File: src/rtl/led_sequencer_pkg.sv
// Shared encodings for the LED sequencer: step modes and ping-pong directions.
package led_seq_pkg;

   // Step mode encodings, sampled from i_mode on each step
   localparam logic [1:0] MODE_ROT_L = 2'b00;
   localparam logic [1:0] MODE_ROT_R = 2'b01;
   localparam logic [1:0] MODE_PING  = 2'b10;
   localparam logic [1:0] MODE_HOLD  = 2'b11;

   // Direction FSM states; the state value is what o_dir shows
   localparam logic DIR_LEFT  = 1'b0;
   localparam logic DIR_RIGHT = 1'b1;

endpackage : led_seq_pkg

File: src/rtl/led_sequencer_step_prescaler.sv
// Step prescaler: counts enabled cycles and raises a step strobe on the
// terminal count. The strobe is combinational and is registered by the
// caller, so a step becomes visible one cycle after the terminal count.
module step_prescaler #(
   parameter int NB_COUNT = 8
) (
   input  logic                clock,
   input  logic                i_reset,
   input  logic                i_enable,
   input  logic                i_clear,
   input  logic [NB_COUNT-1:0] i_limit,
   output logic                o_step
);

   logic [NB_COUNT-1:0] count;
   logic                terminal;

   // A count above a freshly lowered limit just runs on and wraps through zero
   assign terminal = (count == i_limit);

   // A clear (pattern load) always wins, so its coincident step is dropped
   assign o_step = i_enable & terminal & ~i_clear;

   // Counter update: clear, wrap on terminal, increment, or hold when disabled
   always_ff @(posedge clock or negedge i_reset) begin
      if (!i_reset) begin
         count <= {NB_COUNT{1'b0}};
      end else if (i_clear) begin
         count <= {NB_COUNT{1'b0}};
      end else if (i_enable) begin
         if (terminal) begin
            count <= {NB_COUNT{1'b0}};
         end else begin
            count <= count + {{(NB_COUNT-1){1'b0}}, 1'b1};
         end
      end else begin
         count <= count;
      end
   end

endmodule : step_prescaler

File: src/rtl/led_sequencer.sv
// LED sequencer top: a prescaled step engine that rotates, bounces or holds
// a loadable NB_LEDS-wide pattern. All outputs come straight from flops.
module led_sequencer
   import led_seq_pkg::*;
#(
   parameter int NB_LEDS  = 4,
   parameter int NB_COUNT = 8
) (
   input  logic                clock,
   input  logic                i_reset,
   input  logic                i_valid,
   input  logic [1:0]          i_mode,
   input  logic [NB_COUNT-1:0] i_limit,
   input  logic                i_load,
   input  logic [NB_LEDS-1:0]  i_pattern,
   output logic [NB_LEDS-1:0]  o_led,
   output logic                o_tick,
   output logic                o_dir
);

   logic               step;
   logic [NB_LEDS-1:0] led;
   logic               dir;
   logic               tick;
   logic [NB_LEDS-1:0] led_next;
   logic               dir_next;

   step_prescaler #(
      .NB_COUNT (NB_COUNT)
   ) u_prescaler (
      .clock    (clock),
      .i_reset  (i_reset),
      .i_enable (i_valid),
      .i_clear  (i_load),
      .i_limit  (i_limit),
      .o_step   (step)
   );

   // Next pattern and direction for a step; ping-pong uses zero-filled shifts
   always_comb begin
      led_next = led;
      dir_next = dir;
      case (i_mode)
         MODE_ROT_L: begin
            led_next = {led[NB_LEDS-2:0], led[NB_LEDS-1]};
            dir_next = DIR_LEFT;
         end
         MODE_ROT_R: begin
            led_next = {led[0], led[NB_LEDS-1:1]};
            dir_next = DIR_RIGHT;
         end
         MODE_PING: begin
            if (dir == DIR_LEFT) begin
               if (led[NB_LEDS-1]) begin
                  dir_next = DIR_RIGHT;
                  led_next = {1'b0, led[NB_LEDS-1:1]};
               end else begin
                  dir_next = DIR_LEFT;
                  led_next = {led[NB_LEDS-2:0], 1'b0};
               end
            end else begin
               if (led[0]) begin
                  dir_next = DIR_LEFT;
                  led_next = {led[NB_LEDS-2:0], 1'b0};
               end else begin
                  dir_next = DIR_RIGHT;
                  led_next = {1'b0, led[NB_LEDS-1:1]};
               end
            end
         end
         MODE_HOLD: begin
            led_next = led;
            dir_next = dir;
         end
         default: begin
            led_next = led;
            dir_next = dir;
         end
      endcase
   end

   // Pattern, direction and tick registers; a load overrides any pending step
   always_ff @(posedge clock or negedge i_reset) begin
      if (!i_reset) begin
         led  <= {{(NB_LEDS-1){1'b0}}, 1'b1};
         dir  <= DIR_LEFT;
         tick <= 1'b0;
      end else if (i_load) begin
         led  <= i_pattern;
         dir  <= dir;
         tick <= 1'b0;
      end else if (step) begin
         led  <= led_next;
         dir  <= dir_next;
         tick <= 1'b1;
      end else begin
         led  <= led;
         dir  <= dir;
         tick <= 1'b0;
      end
   end

   assign o_led  = led;
   assign o_dir  = dir;
   assign o_tick = tick;

endmodule : led_sequencer

File: config.mk
export PLATFORM = sky130hd
export DESIGN_NAME = led_sequencer
export DESIGN_NICKNAME = d
export VERILOG_FILES = /design/src/rtl/led_sequencer_pkg.sv /design/src/rtl/led_sequencer_step_prescaler.sv /design/src/rtl/led_sequencer.sv
export SDC_FILE = /design/constraint.sdc
export NUM_CORES = 1
export LEC_CHECK = 0
export ABC_AREA = 1
export CAP_MARGIN = 15
export CELL_PAD_IN_SITES_DETAIL_PLACEMENT = 0
export CELL_PAD_IN_SITES_GLOBAL_PLACEMENT = 2
export CORE_ASPECT_RATIO = 0.7
export CORE_UTILIZATION = 27
export CTS_CLUSTER_DIAMETER = 30
export DETAILED_ROUTE_END_ITERATION = 10
export HOLD_SLACK_MARGIN = 0.05
export PLACE_DENSITY = 0.79
export SKIP_CTS_REPAIR_TIMING = 1
export SLEW_MARGIN = 5
export SYNTH_ARGS = -nofsm -noshare
export SYNTH_HDL_FRONTEND = slang
export SYNTH_HIERARCHICAL = 1
export SYNTH_SLANG_ARGS = --single-unit
File: constraint.sdc
create_clock -name clock -period 1.9 [get_ports clock]
set_input_delay 0.19 -clock clock [delete_from_list [all_inputs] [get_ports clock]]
set_output_delay 0.19 -clock clock [all_outputs]
set_load 0.005 [all_outputs]
### After elaboration in Yosys (flattened, before gate mapping)

Cells that the tools add are included.

* add/sub/neg operators: 1
* equal/unequal tests: 5
* multiplexer cells: 15
* bitwise operators: 4
* reductions and logical operators: 5

Operators by type and width (number)
* two-way mux 8 bit: 3
* two-way mux 4 bit: 5
* one-hot mux 4 bit (3 select lines): 1
* adder 8 x 1 -> 8 bit (second input constant): 1
* equality test 8 bit: 1
* two-way mux 1 bit: 5
* equality test 2 bit (second input constant): 2
* nonzero test 2 bit: 2
* one-hot mux 1 bit (3 select lines): 1
* AND reduction 3 bit: 1
* bitwise AND 1 bit: 2
* equality test 2 x 1 -> 1 bit (second input constant): 1
* logical NOT 2 bit: 1
* inequality test 2 bit (second input constant): 1
* NOT 1 bit: 2
* AND reduction 2 bit: 1

* bits in registers: 14
* input port bits: 18

### Depth between registers and ports, before layout

Gate-level depths: netlist of run 1.

* depth after elaboration: 5
* depth in mapped cells: 14
* mapped depth without buffers: 14

### By module

Netlist of run 1, hierarchy kept.

By module, submodules not included
* step_prescaler: times used 1, cells an instance 90, area an instance 604.3 µm², seq. area each 200.2 µm²
* led_sequencer: times used 1, cells an instance 77, area an instance 503.0 µm², seq. area each 151.4 µm²

### Worst setup path after synthesis of run 1

OpenSTA, ideal clock, no wires.

* kind: register to register
* from: reg u_prescaler.count[0]
* to: reg led[3] (netlist: o_led[3])
* library setup time: 0.116 ns
* data arrival time: 1.361 ns
* required time: 1.784 ns
* path slack: 0.422 ns
* cell stages (with the launch flop): 15
* buffers on the path: 0
* cells stage by stage: dfrtp_1 > inv_1 > nand2_1 > nand2_1 > nand2_1 > nor2_2 > nand3_2 > nor2_1 > inv_1 > o21ai_2 > inv_2 > nand2_1 > nand2_1 > clkinv_1 > nand2_1

* longest elaborated chain between the ends: 5

RTL lines
* from (decl): line led_sequencer_step_prescaler.sv:15 `logic [NB_COUNT-1:0] count;`
* from (signal assigned): line led_sequencer_step_prescaler.sv:27 `count <= {NB_COUNT{1'b0}};`
* from (signal assigned): line led_sequencer_step_prescaler.sv:29 `count <= {NB_COUNT{1'b0}};`
* from (signal assigned): line led_sequencer_step_prescaler.sv:32 `count <= {NB_COUNT{1'b0}};`
* equality test 8 bit: line led_sequencer_step_prescaler.sv:19 `assign terminal = (count == i_limit);`
* bitwise AND 1 bit (2 in series): line led_sequencer_step_prescaler.sv:22 `assign o_step = i_enable & terminal & ~i_clear;`
* net step: line led_sequencer.sv:21 `logic step;`
* nonzero test 2 bit (no source line)
* AND reduction 2 bit (no source line)
* to (signal assigned): line led_sequencer.sv:85 `led <= {{(NB_LEDS-1){1'b0}}, 1'b1};`
* to (signal assigned): line led_sequencer.sv:89 `led <= i_pattern;`
* to (signal assigned): line led_sequencer.sv:93 `led <= led_next;`
* to (decl): line led_sequencer.sv:22 `logic [NB_LEDS-1:0] led;`

The timed path passes the listed nets, and every way through them passes these cells.
A chain may end at the register's enable or synchronous reset.

### Worst setup path after layout of run 1

* from: reg u_prescaler.count[7]
* to: reg led[3] (netlist: o_led[3])

The elaborated chain is that of the path after synthesis.

==> results of run 1 <==
-- registers in the layout, indices dropped and copies added (netlist names) --
name,flops
o_dir,1
o_tick,1
u_prescaler/count,8
o_led,4
-- power breakdown --
part | switching [mW] | internal [mW] | total, mW
Clock | 0.108 | 0.148 | 0.256
Sequential | 0.0230 | 0.316 | 0.339
Combinational | 0.0953 | 0.0920 | 0.187
Total | 0.226 | 0.556 | 0.782
-- layout by cell type (no fill, tap or decap), drive strengths merged, types with 4 or more instances in the layout --
cell type	count
clkbuf	4
nand2	69
ha	5
dfrtp	13
nand3	13
nor2	17
inv	27
xor2	4
o21ai	8
clkdlybuf4s50	23
-- area by class of cell --
| cell class | count | area (um^2) | area share, % |
|---|---|---|---|
| multi-input combinational | 124 | 647 | 44.0 |
| sequential | 14 | 352 | 23.9 |
| timing repair buffer | 26 | 253 | 17.2 |
| inverter | 29 | 109 | 7.40 |
| tap | 52 | 65.1 | 4.43 |
| clock buffer | 4 | 45.0 | 3.06 |
-- metrics by stage --
stage / utilization (%) / std cells / power (mW)
6_report: 37.5 / 249 / 0.782
2_1_floorplan: - / 167 / 0.432
4_1_cts: 37.5 / 249 / 0.795
3_5_place_dp: 36.3 / 245 / 0.531
5_1_grt: 37.5 / 249 / 0.831
3_3_place_gp: 36.3 / 245 / 0.533
-- critical path, delay by kind of cell (launching register included) --
kind / cells / cell delay, ps
AO/OA/AOI/OAI: 1 / 170
buffers and inverters: 4 / 290
flip-flops: 1 / 410
AND/OR/NAND/NOR: 9 / 680
-- per-layer routing --
metal | share of wire (%) | wire [um] | global-route usage (%) | vias to the layer above
li1 | - | - | - | 563
met1 | 55 | 1530 | 22.6 | 477
met2 | 38 | 1050 | 17.4 | 30
met3 | 6.3 | 174 | 3.28 | 2
met4 | 0.76 | 21 | 3.17 | 0
met5 | 0 | 0 | 0 | -
-- worst max-delay path by stage --
| stage | start | depth (start not counted) | end | slack (ps) |
|---|---|---|---|---|
| after floorplan | u_prescaler/count[0] | 14 | o_led[3] | 420 |
| after global placement | i_limit[6] | 13 | o_led[3] | 10 |
| after detailed placement | i_limit[6] | 13 | o_led[3] | 40 |
| after CTS | u_prescaler/count[6] | 12 | o_led[3] | 240 |
| after global routing | u_prescaler/count[6] | 12 | o_led[3] | 20 |
| final | u_prescaler/count[7] | 14 | o_led[3] | 250 |
-- cells by family after synthesis --
| family | share of synthesized area (%) |
|---|---|
| adder cells (fa/ha/maj) | 5.65 |
| buffers and inverters | 9.83 |
| AO/OA/AOI/OAI | 5.65 |
| flip-flops | 31.8 |
| XOR/XNOR | 5.54 |
| AND/OR/NAND/NOR | 41.6 |
==> impl_metrics.env, run 1 <==
export IMPL_status="completed"
export IMPL_rrSetupSlack_ps=250
export IMPL_r2r_end="o_led[3]"
export IMPL_grt_total_usage_pct=13.7
export IMPL_synth_most_common_cell="nand2_1"
export IMPL_grt_pass1_vias=918
export IMPL_clock_latency_ps=240
export IMPL_yosysSeqAreaShare_pct=31.8
export IMPL_drtAntennaViolNets=0
export IMPL_synth_area_leaders="dfrtp_1, nand2_1, inv_1, ha_1, nand3_1"
export IMPL_holdWs_ps=369
export IMPL_yosys_warnings=6
export IMPL_die_w_um=78.5
export IMPL_hold_viol_final=0
export IMPL_die_area_mm2=0.00437
export IMPL_dr_pass1_iters=4
export IMPL_slowest_stage="dfrtp_1"
export IMPL_preCtsSetupSlack_ps=38.7
export IMPL_synth_top_area_share_pct=29.4
export IMPL_post_dp_cell_area_mm2=0.00143
export IMPL_crit_path_end_kind="flip-flop"
export IMPL_crit_arrival_ps=1790
export IMPL_n_antenna_cell=0
export IMPL_synth_edf_count=0
export IMPL_skew_ps=6.64
export IMPL_path_clk_slew_ps=60
export IMPL_critPathKind="flip-flop to flip-flop"
export IMPL_clockBufferDepth=2
export IMPL_vias=1072
export IMPL_r2r_start="u_prescaler/count[7]"
export IMPL_crit_top_cell="nand2_1"
export IMPL_syn_cell_area_mm2=0.00111
export IMPL_area_delta_synth_final_pct=32.8
export IMPL_wl_per_cell_um=11.1
export IMPL_fillerInstances=426
export IMPL_rsz0062_at_grt="false"
export IMPL_start_util_pct=28.2
export IMPL_timing_reg2reg_worst_path_depth=14
export IMPL_htreeDepth=1
export IMPL_worst_pin_slew_ps=711
export IMPL_power_leakage_nw=0.716
export IMPL_tritoncts="built"
export IMPL_detail_route_iter0_violations=45
export IMPL_gp_routability_congestion=0.914
export IMPL_path_max_fanout=4
export IMPL_relSlewSlack_pct=52.4
export IMPL_holdCritPathClass="primary input to async pin"
export IMPL_fin_nets=221
export IMPL_max_cap_violations=0
export IMPL_syn_inst=167
export IMPL_finalInstanceArea_mm2=0.00147
export IMPL_dpl_hpwl_um=2250
export IMPL_cts_buffers=3
export IMPL_period_minus_slack_ps=1650
export IMPL_peakVddDrop_mv=0.277
export IMPL_powerDensity_mw_per_mm2=532
export IMPL_yosys_most_used_dff="dfrtp_1"
export IMPL_cts_root_buf="clkbuf_8"
export IMPL_rows=19
export IMPL_max_freq_mhz=607
export IMPL_grt_max_degree=15
export IMPL_start_kind="flip-flop"
export IMPL_grt_pass1_wl_um=4550
export IMPL_routed_wirelength_um=2780
export IMPL_synth_nets=190
export IMPL_yosys_area_top_type="dfrtp_1"
export IMPL_grt_ovfl_total=0
export IMPL_core_mm2=0.00392
export IMPL_port_buffers=23
export IMPL_ys_seq_elements=14
export IMPL_setup_tns_final_ps=0
export IMPL_ios=24
export IMPL_required_ps=2040
export IMPL_setup_ws_ps=252
export IMPL_drc=0
export IMPL_synth_cell_types=21
export IMPL_vias_per_cell=4.31
export IMPL_setup_viol=0
export IMPL_cpPeakStageDelay_ps=410
export IMPL_cts_sinks=14
export IMPL_postSynth_asyncResetShare_pct=100
export IMPL_die_height_um=55.6
export IMPL_drive_above_1_share_pct=13.2
export IMPL_avgSynthCellArea_um2=6.63
export IMPL_antenna_found_initial=0
export IMPL_fin_crit_sh_pct=86.7
export IMPL_crit_chain="inv_1 -> nand2_1 -> nand2_1 -> nand2_1 -> nor2_2 -> nand3_2 -> nor2_1 -> inv_1 -> o21ai_2 -> inv_2 -> nand2_1 -> nand2_1 -> clkinv_1 -> nand2_1"
export IMPL_synthTopCellsByCount="nand2_1, inv_1, dfrtp_1"
export IMPL_slew_viol_final=0
No activity file was read; power rests on OpenSTA's default activity.
==> inputs of run 2 (changes only) <==
- SKIP_LAST_GASP: unset -> 1
==> results of run 2 <==
Final layout, timing and power as in run 1 (identical DEF).
